--- config.mk ---
export PLATFORM = sky130hd
export DESIGN_NAME = sum_n_ctrl
export DESIGN_NICKNAME = d
export VERILOG_FILES = /design/src/rtl/sum_n_ctrl.sv
export SDC_FILE = /design/constraint.sdc
export NUM_CORES = 1
export LEC_CHECK = 0
export CAP_MARGIN = 20
export CELL_PAD_IN_SITES_DETAIL_PLACEMENT = 1
export CELL_PAD_IN_SITES_GLOBAL_PLACEMENT = 2
export CORE_MARGIN = 2
export CORE_UTILIZATION = 34
export CTS_BUF_LIST = sky130_fd_sc_hd__clkbuf_2
export DETAILED_ROUTE_END_ITERATION = 10
export GPL_TIMING_DRIVEN = 0
export PLACE_DENSITY = 0.81
export SLEW_MARGIN = 25
export SYNTH_ARGS = -nofsm -noshare
export SYNTH_HDL_FRONTEND = slang
export SYNTH_SLANG_ARGS = --single-unit
--- constraint.sdc ---
create_clock -name clk -period 2.2 [get_ports clk]
set_input_delay 0.33 -clock clk [delete_from_list [all_inputs] [get_ports clk]]
set_output_delay 0.33 -clock clk [all_outputs]
set_load 0.05 [all_outputs]
--- src/rtl/sum_n_ctrl.sv ---
// Sequencer for the "sum of N numbers" datapath: accepts N, then N operands over valid/ready.
// Define SUM_N_OVF_DETECT_EN to build the sticky carry-out overflow flag; otherwise ovf is tied low.
module sum_n_ctrl #(
  parameter int DATA_W = 4,
  parameter int SUM_W  = 7,
  parameter int CNT_W  = 4
) (
  input  logic              clk,
  input  logic              rst,
  input  logic              start,
  input  logic [CNT_W-1:0]  n,
  input  logic [DATA_W-1:0] din,
  input  logic              din_valid,
  output logic              din_ready,
  output logic              busy,
  output logic              done,
  output logic [SUM_W-1:0]  sum,
  output logic              ovf
);

  typedef enum logic [1:0] {IDLE, ACCUM, DONE} state_t;

  state_t            state_q, state_d;
  logic [SUM_W-1:0]  sum_q, sum_d;
  logic [CNT_W-1:0]  count_q, count_d;
  logic [CNT_W-1:0]  n_reg_q, n_reg_d;
  logic              din_ready_q, din_ready_d;
  logic              busy_q, busy_d;
  logic              done_q, done_d;
  logic              xfer;

`ifdef SUM_N_OVF_DETECT_EN
  logic              ovf_q, ovf_d;

  // Widened add so the carry out of the accumulator MSB is visible.
  function automatic logic [SUM_W:0] add_carry(input logic [SUM_W-1:0] a,
                                               input logic [DATA_W-1:0] b);
    return {1'b0, a} + {{(SUM_W+1-DATA_W){1'b0}}, b};
  endfunction
`else
  function automatic logic [SUM_W-1:0] add_wrap(input logic [SUM_W-1:0] a,
                                                input logic [DATA_W-1:0] b);
    return a + {{(SUM_W-DATA_W){1'b0}}, b};
  endfunction
`endif

  assign xfer = din_valid && din_ready_q;

  always_comb begin
    state_d = state_q;
    sum_d   = sum_q;
    count_d = count_q;
    n_reg_d = n_reg_q;
`ifdef SUM_N_OVF_DETECT_EN
    ovf_d   = ovf_q;
`endif
    case (state_q)
      IDLE: begin
        if (start) begin
          sum_d = '0;
`ifdef SUM_N_OVF_DETECT_EN
          ovf_d = 1'b0;
`endif
          if (n != '0) begin
            n_reg_d = n;
            count_d = '0;
            state_d = ACCUM;
          end else begin
            state_d = DONE;
          end
        end
      end
      ACCUM: begin
        if (xfer) begin
`ifdef SUM_N_OVF_DETECT_EN
          {ovf_d, sum_d} = add_carry(sum_q, din);
          ovf_d = ovf_d | ovf_q;
`else
          sum_d = add_wrap(sum_q, din);
`endif
          count_d = count_q + CNT_W'(1);
          if (count_q == n_reg_q - CNT_W'(1))
            state_d = DONE;
        end
      end
      DONE:    state_d = IDLE;
      default: state_d = IDLE;
    endcase
    // Outputs are decoded from the next state so they appear registered with it.
    din_ready_d = (state_d == ACCUM);
    busy_d      = (state_d != IDLE);
    done_d      = (state_d == DONE);
  end

  always_ff @(posedge clk or posedge rst) begin
    if (rst) begin
      state_q     <= IDLE;
      sum_q       <= '0;
      count_q     <= '0;
      n_reg_q     <= '0;
      din_ready_q <= 1'b0;
      busy_q      <= 1'b0;
      done_q      <= 1'b0;
`ifdef SUM_N_OVF_DETECT_EN
      ovf_q       <= 1'b0;
`endif
    end else begin
      state_q     <= state_d;
      sum_q       <= sum_d;
      count_q     <= count_d;
      n_reg_q     <= n_reg_d;
      din_ready_q <= din_ready_d;
      busy_q      <= busy_d;
      done_q      <= done_d;
`ifdef SUM_N_OVF_DETECT_EN
      ovf_q       <= ovf_d;
`endif
    end
  end

  assign din_ready = din_ready_q;
  assign busy      = busy_q;
  assign done      = done_q;
  assign sum       = sum_q;
`ifdef SUM_N_OVF_DETECT_EN
  assign ovf       = ovf_q;
`else
  assign ovf       = 1'b0;
`endif

endmodule

Word-level counts from Yosys, hierarchy flattened
Index checks and enable logic that the tools add are counted.
{"block": "op_classes", "add_sub_neg": 3, "eq_ne": 7, "n_mux": 12, "reduce_logical": 8}
{"cell": "7-bit two-way mux", "count": 2}
{"cell": "7-bit one-hot mux with 2 select lines", "count": 1}
{"cell": "4-bit two-way mux", "count": 3}
{"cell": "2-bit two-way mux", "count": 4}
{"cell": "4-bit one-hot mux with 2 select lines", "count": 1}
{"cell": "7-bit by 4-bit adder with 7-bit output", "count": 1}
{"cell": "2-bit inequality test (second input constant)", "count": 3}
{"cell": "3-bit AND reduction", "count": 2}
{"cell": "4-bit by 1-bit adder with 4-bit output (second input constant)", "count": 1}
{"cell": "2-bit by 1-bit equality test with 1-bit output (second input constant)", "count": 2}
{"cell": "4-bit equality test", "count": 1}
{"cell": "2-bit one-hot mux with 2 select lines", "count": 1}
{"cell": "4-bit AND reduction", "count": 1}
{"cell": "2-bit nonzero test", "count": 2}
{"cell": "4-bit nonzero test", "count": 1}
{"cell": "4-bit by 1-bit subtractor with 4-bit output (second input constant)", "count": 1}
{"cell": "2-bit equality test (second input constant)", "count": 1}
{"cell": "2-bit zero test", "count": 1}
{"cell": "1-bit logical AND", "count": 1}
{"block": "totals", "regBits": 20, "elab_cells": 37}

Depth between registers and ports, before layout
{"block": "logic_depth", "depth_word": 6, "depth_mapped": 6, "mapped_depth_nobuf": 6}

Worst setup path before layout
Ideal clock, no wire load.
{"block": "synth_path", "path_kind": "register -> register", "startpoint": "reg sum_q[0] (netlist: sum[0])", "endpoint": "reg sum_q[6] (netlist: sum[6])", "setup_ns": 0.096, "arrival_ns": 1.862, "required_time_ns": 2.104, "path_slack_ns": 0.242, "stages_incl_launch_ff": 7, "n_path_buf": 0, "period_less_slack_ns": 1.958, "cell_sequence": "dfrtp_1 > ha_1 > fa_1 > a21o_1 > a21oi_1 > o211ai_1 > o31ai_1"}
{"block": "synth_via", "elab_chain_len": 3}
{"element": "start: declaration", "line_no": "24", "source": "logic [SUM_W-1:0] sum_q, sum_d;"}
{"element": "start signal: assignment", "line_no": "109", "source": "sum_q <= sum_d;"}
{"element": "7-bit by 4-bit adder with 7-bit output", "line_no": "43", "source": "return a + {{(SUM_W-DATA_W){1'b0}}, b};"}
{"element": "7-bit two-way mux", "line_no": "74", "source": "if (xfer) begin"}
{"element": "7-bit one-hot mux with 2 select lines", "line_no": "57", "source": "case (state_q)"}
No other way between the ends. The select of a mux whose other input is x is not followed.
A chain may end at the register's enable or synchronous reset.

Final worst setup path
{"block": "layout_path", "startpoint": "reg sum_q[4] (netlist: sum[4])", "endpoint": "out sum[4]"}
{"element": "end: declaration", "line_no": "17", "source": "output logic [SUM_W-1:0] sum,"}
No word-level cell between the ends.

==> impl_metrics.env <==
export IMPL_via_per_inst=5.10
export IMPL_cts_tree="yes"
export IMPL_clock_skew_ns=0.00429
export IMPL_finalCriticalPeriod_ns=1.94
export IMPL_clockPowerShare=0.074
export IMPL_ys_ff_latch=20
export IMPL_grt_pass1_vias=894
export IMPL_worst_slack_ns=0.264
export IMPL_synthSimpleGateAreaFrac=0.127
export IMPL_synth_compound_area_frac=0.205
export IMPL_yosys_area_top_type="dfrtp_1"
export IMPL_start_util=0.362
export IMPL_synth_top_area_frac=0.446
export IMPL_cts_setup_buffers=0
export IMPL_io_buffer_count=21
export IMPL_slew_headroom=0.484
export IMPL_end_kind="output pin"
export IMPL_place_ws_ns=-0.0151
export IMPL_crit_buf_inv=1
export IMPL_grt_pass1_wl_mm=3.99
export IMPL_synth_most_common_cell="dfrtp_1"
export IMPL_finalSetupViolCount=0
export IMPL_dr_pass1_iters=4
export IMPL_antenna_found_initial=0
export IMPL_synth_cell_types=36
export IMPL_cts_root_buf="clkbuf_2"
export IMPL_vias=846
export IMPL_synth_fa_ha_area_frac=0.0847
export IMPL_seqPwrFrac=0.343
export IMPL_path_class="reg2out"
export IMPL_fin_nets=143
export IMPL_synth_edf_count=0
export IMPL_max_freq_ghz=0.517
export IMPL_drtIter0Drc=23
export IMPL_cp_data_required_time_ns=1.87
export IMPL_syn_num_nets=117
export IMPL_dieArea_um2=3780
export IMPL_antenna_cells=0
export IMPL_crit_path_cell_trace="clkdlybuf4s50_1"
export IMPL_grtUsageTotal=0.147
export IMPL_combPwrFrac=0.583
export IMPL_row_count=20
export IMPL_antenna_left=0
export IMPL_drc=0
export IMPL_h_tree_depth=1
export IMPL_switching_share=0.466
export IMPL_async_reset_ff_frac=1.00
export IMPL_core_area_um2=3100
export IMPL_hold_class="in2async"
export IMPL_syn_area_um2=1120
export IMPL_cts_resized=0
export IMPL_path_delay_family="buffers and inverters"
export IMPL_cts_sinks=20
export IMPL_grt_overflow=0
export IMPL_cp_slowest_stage_delay_ns=0.83
export IMPL_ys_seq_area_frac=0.446
export IMPL_grt_max_degree=21
export IMPL_netSwitchingPower_uw=909
export IMPL_ios=23
export IMPL_cp_max_fo=5
export IMPL_cts_buffers=3
export IMPL_clock_path_buffers=2
export IMPL_period_share=0.880
export IMPL_synth_area_leaders="dfrtp_1, ha_1, xnor2_1"
export IMPL_wire_per_inst_um=14.7
export IMPL_slew_viol_final=0
export IMPL_arrival_ns=1.61
export IMPL_hpwl_mm=1.89
export IMPL_ys_warn_count=0
export IMPL_die_y_um=61.5
export IMPL_synth_top_cells_by_count="dfrtp_1, ha_1, inv_1"
export IMPL_rsz0062_at_grt="false"
export IMPL_synth_ff_type="dfrtp_1"
export IMPL_routabilityCongestion=0.660
export IMPL_cts_clk_slew_worst_paths_ns=0.18
export IMPL_status="finished, final reports clean"
export IMPL_avgSynthCellArea_um2=11.5
export IMPL_ir_drop_mv=0.494
export IMPL_drive_gt1_frac=0.131
export IMPL_hold_worst_slack_ns=0.442
export IMPL_internal_power_uw=1040
export IMPL_tightest_slew_ns=0.774
export IMPL_die_w_um=61.5
export IMPL_synth_xor_area_frac=0.0546
export IMPL_wl_mm=2.44
export IMPL_timing_final_hold_violations=0
export IMPL_netlist_instances=98
export IMPL_synth_top_family_by_area="compound AO/OA/AOI/OAI gates"
export IMPL_insertion_delay_ns=0.31
export IMPL_cap_violations=0
export IMPL_synthToLayoutAreaGrowth_pct=25.0
export IMPL_p_leak_uw=0.000623
export IMPL_power_density_nw_per_um2=1390
export IMPL_cpMaxStageDelayCell="clkdlybuf4s50_1"
export IMPL_start_kind="flop"
export IMPL_ctsHoldBuffers=0
export IMPL_p_total_uw=1950
export IMPL_synthMuxAreaShare=0.0290
cells by family after synthesis:
logic type | after synthesis
AO/OA/AOI/OAI | 28
AND/OR/NAND/NOR | 22
flip-flops | 20
buffers and inverters | 10
adder cells (fa/ha/maj) | 7
XOR/XNOR | 7
multiplexers | 3
other | 1
metrics by stage:
step,instances,TNS (ns),instance area (µm²),util
floorplan,98,0,1120,-
global placement,163,0,1390,0.447
detailed placement,163,-0.0277,1390,0.447
CTS,166,0,1400,0.452
global route,166,0,1400,0.452
finish,166,0,1400,0.452
metal layers:
| metal | global-route usage | up-vias | share of wire |
|---|---|---|---|
| li1 | - | 408 | - |
| met1 | 0.191 | 419 | 0.48 |
| met2 | 0.242 | 15 | 0.47 |
| met3 | 0.0252 | 4 | 0.024 |
| met4 | 0.0638 | 0 | 0.019 |
| met5 | 0 | - | 0 |
state kept, by name, summed over array words and instances (netlist names):
name / count
n_reg_q: 4
busy: 1
din_ready: 1
state_q: 2
sum: 7
count_q: 4
done: 1
final cells by class:
| class | instances | area, µm² |
|---|---|---|
| Fill cell | 372 | 1700 |
| Multi-Input combinational cell | 68 | 566 |
| Sequential cell | 20 | 500 |
| Timing Repair Buffer | 21 | 210 |
| Tap cell | 44 | 55.1 |
| Buffer | 4 | 33.8 |
| Inverter | 6 | 22.5 |
| Clock buffer | 3 | 15.0 |
power by group through the flow:
stage	logic (µW)	clock network, µW	registers [µW]
final	1140	144	669
after global routing	1250	165	691
after CTS	1150	150	672
after detailed placement	1150	0	680
after global placement	1120	0	672
after floorplan	614	0	883
worst paths after layout:
path / from / to / slack [ns] / depth (start not counted)
max reg2reg: sum[0]$_DFFE_PP0P_ / sum[6]$_DFFE_PP0P_ / 0.32 / 6
max in group asynchronous: rst / count_q[3]$_DFFE_PP0P_ / 1.28 / 2
min in group clk: sum[6]$_DFFE_PP0P_ / sum[6]$_DFFE_PP0P_ / 0.50 / 1
min: rst / sum[6]$_DFFE_PP0P_ / 0.44 / 2
min reg2reg: sum[6]$_DFFE_PP0P_ / sum[6]$_DFFE_PP0P_ / 0.50 / 1
max: sum[4]$_DFFE_PP0P_ / sum[4] / 0.26 / 1
cells in the final DEF, fill, tap and decap left out, types with 3 or more instances in the layout:
cell type / n
clkdlybuf4s50_1: 21
dfrtp_1: 20
inv_1: 6
ha_1: 6
nor2_1: 5
xnor2_1: 5
nand2_1: 5
o21ai_0: 5
o31ai_1: 3
a21oi_1: 3
o211ai_1: 3
clkbuf_2: 3
Note: power is estimated with default switching activity, not from simulation.
==> RTL change: new RTL, same flow settings <==
Add a define of `SUM_N_OVF_DETECT_EN`.
--- a/src/rtl/sum_n_ctrl.sv
+++ b/src/rtl/sum_n_ctrl.sv
@@ -1,4 +1,6 @@
 // Sequencer for the "sum of N numbers" datapath: accepts N, then N operands over valid/ready.
 // Define SUM_N_OVF_DETECT_EN to build the sticky carry-out overflow flag; otherwise ovf is tied low.
+`define SUM_N_OVF_DETECT_EN
+
 module sum_n_ctrl #(
   parameter int DATA_W = 4,
Check against the original RTL: same outputs for any inputs over 10 cycles, from zero or initial values and one cycle with rst high; that may be too few to reach the edited logic, so the function may still have changed.
==> RTL change against the unedited design <==
Design area grew 3.0%; synthesized area grew 2.2%; sequential cell count grew 1; sequential share of layout area grew 0.68 points; largest power group unchanged; power grew 4.6%; wire length grew 4.8%; hold slack lost 0.039 ns; global-route usage grew 0.53 points; worst setup slack lost 0.079 ns; utilization shrank 1.2 points; critical endpoint unchanged; maximum frequency shrank 3.9%; sequential power grew 5.2%; non-clock buffer count shrank 1.
==> RTL change: results (changes against the unedited design) <==
outcome: "finished clean"
min_path_type: "primary input to asynchronous set/reset pin"
synth_cells: 110  # +12%
cp_max_fo: 6  # +1
grt_pass1_wl_mm: 4.305  # +7.9%
wl_per_cell_um: 14.08  # -4.4%
grt_max_degree: 22  # +4.8%
crit_arrival_ns: 1.68  # +0.07 ns
slowest_stage: "clkdlybuf4s50_1"
slew_headroom: 0.4698  # -0.01380
cts_resized: 0  # unchanged
io_buffers: 22  # +4.8%
synth_xor_area_frac: 0.06870  # +0.01408
ir_worst_vdd_uv: 433.0  # -12%
max_stage_delay_ns: 0.84
largest_reg_flops: 7  # unchanged
dr.pass1.iters: 2  # -2
cts-root-buf: "clkbuf_2"
final_nets: 156  # +9.1%
synth-compound-area-share: 0.1843  # -0.02083
yosysWarnings: 0  # unchanged
diodes: 0  # unchanged
ys_seq_area_frac: 0.4580  # +0.01208
routed_wl_mm: 2.562  # +4.8%
cp_top_family: "buffers and inverters"
synth.distinct_cells: 34  # -5.6%
placed_cells: 178  # +9.2%
synth_common_cells: "dfrtp_1 (21), nand2_1 (13), o21ai_0 (11)"
synthMuxAreaShare: 0.008724  # -0.02026
drive_gt1_frac: 0.08088  # -0.05027
p_leak_nw: 0.6161  # -1.2%
slew_violations: 0  # unchanged
track_usage: 0.1525  # +0.005263
antenna_found_initial: 0  # unchanged
async_reset_ff_frac: 1.000  # unchanged
clkSlewWorstSetupHoldPaths_ns: 0.23  # +0.05 ns
gp_congestion: 0.7422  # +12%
clockBufferDepth: 2  # unchanged
grt_pass1_vias: 889  # -0.56%
fin_skew_ns: 0.01499  # +0.01069 ns
synth_area_leaders: "dfrtp_1 (46%), xnor2_1 (6.9%), ha_1 (6.5%)"
synth_fp_nets: 129  # +10%
cts_buffers: 3  # unchanged
hpwl_mm: 2.032  # +7.7%
postCtsSetupBuffers: 0  # unchanged
nFillCells: 394  # +5.9%
htree_levels: 1  # unchanged
clk_latency_ns: 0.33  # +0.02 ns
dpl_worst_slack_ns: 0.08421  # +0.09930 ns
dr.first_iter.drc_count: 36  # +57%
vias_per_cell: 4.945  # -3.0%
synthAdderAreaFrac: 0.08288  # -0.001848
-- RTL change: cell types whose count changed after synthesis, moves of 3 or more --
cell      unedited run  this run
nand2_1              5        13
nor2_1               5         9
o211ai_1             3         0
o21ai_0              5        11
o31ai_1              3         0
xnor2_1              5         9
-- RTL change: cells by family after synthesis --
kind of cell / after synthesis
AOI/OAI and AO/OA: 29
xor gates and xnor gates: 9
adders and majority gates: 7
buffers and inverters: 6
DFF: 21
muxes: 1
and+or+nand+nor: 37
-- RTL change: worst paths after layout --
path                            startpoint          to  slack [ns]  depth (start not counted)
worst max-delay path                sum[4]      sum[4]        0.19                          1
worst min-delay path                   rst  count_q[1]        0.40                          2
worst max register to register  n_reg_q[0]        done        0.45                          5
worst min register to register         ovf         ovf        0.53                          2
max in group asynchronous              rst      sum[3]        1.30                          2
min in group clk                      n[2]  n_reg_q[2]        0.52                          3
-- RTL change: metrics by stage --
stage	area (sq um)	hold slack, ns	total power [mW]
2_1_floorplan	1147	0.3065	1.550
3_3_place_gp	1425	0.4786	1.852
3_5_place_dp	1425	0.4999	1.896
4_1_cts	1445	0.4182	2.072
5_1_grt	1445	0.4298	2.232
6_report	1445	0.4024	2.038
-- RTL change: layer usage --
layer | track usage | vias up | part of all wire
li1 | - | 447 | -
met1 | 0.2177 | 440 | 0.49
met2 | 0.2366 | 11 | 0.48
met3 | 0.02484 | 2 | 0.024
met4 | 0.04559 | 0 | 0.0086
met5 | 0 | - | 0
-- RTL change: area by class of cell --
type	instances	share of cell area
Buffer	2	0.006926
Timing Repair Buffer	22	0.1524
Sequential cell	21	0.3636
Clock buffer	3	0.01039
Tap cell	46	0.03983
Inverter	4	0.01039
Clock inverter	1	0.003463
Multi-Input combinational cell	83	0.4130
-- RTL change: where the power goes --
group          switching [mW]  total, mW  internal, mW
clock                   0.128      0.169        0.0412
sequential              0.167      0.704         0.537
combinational           0.676       1.17         0.489
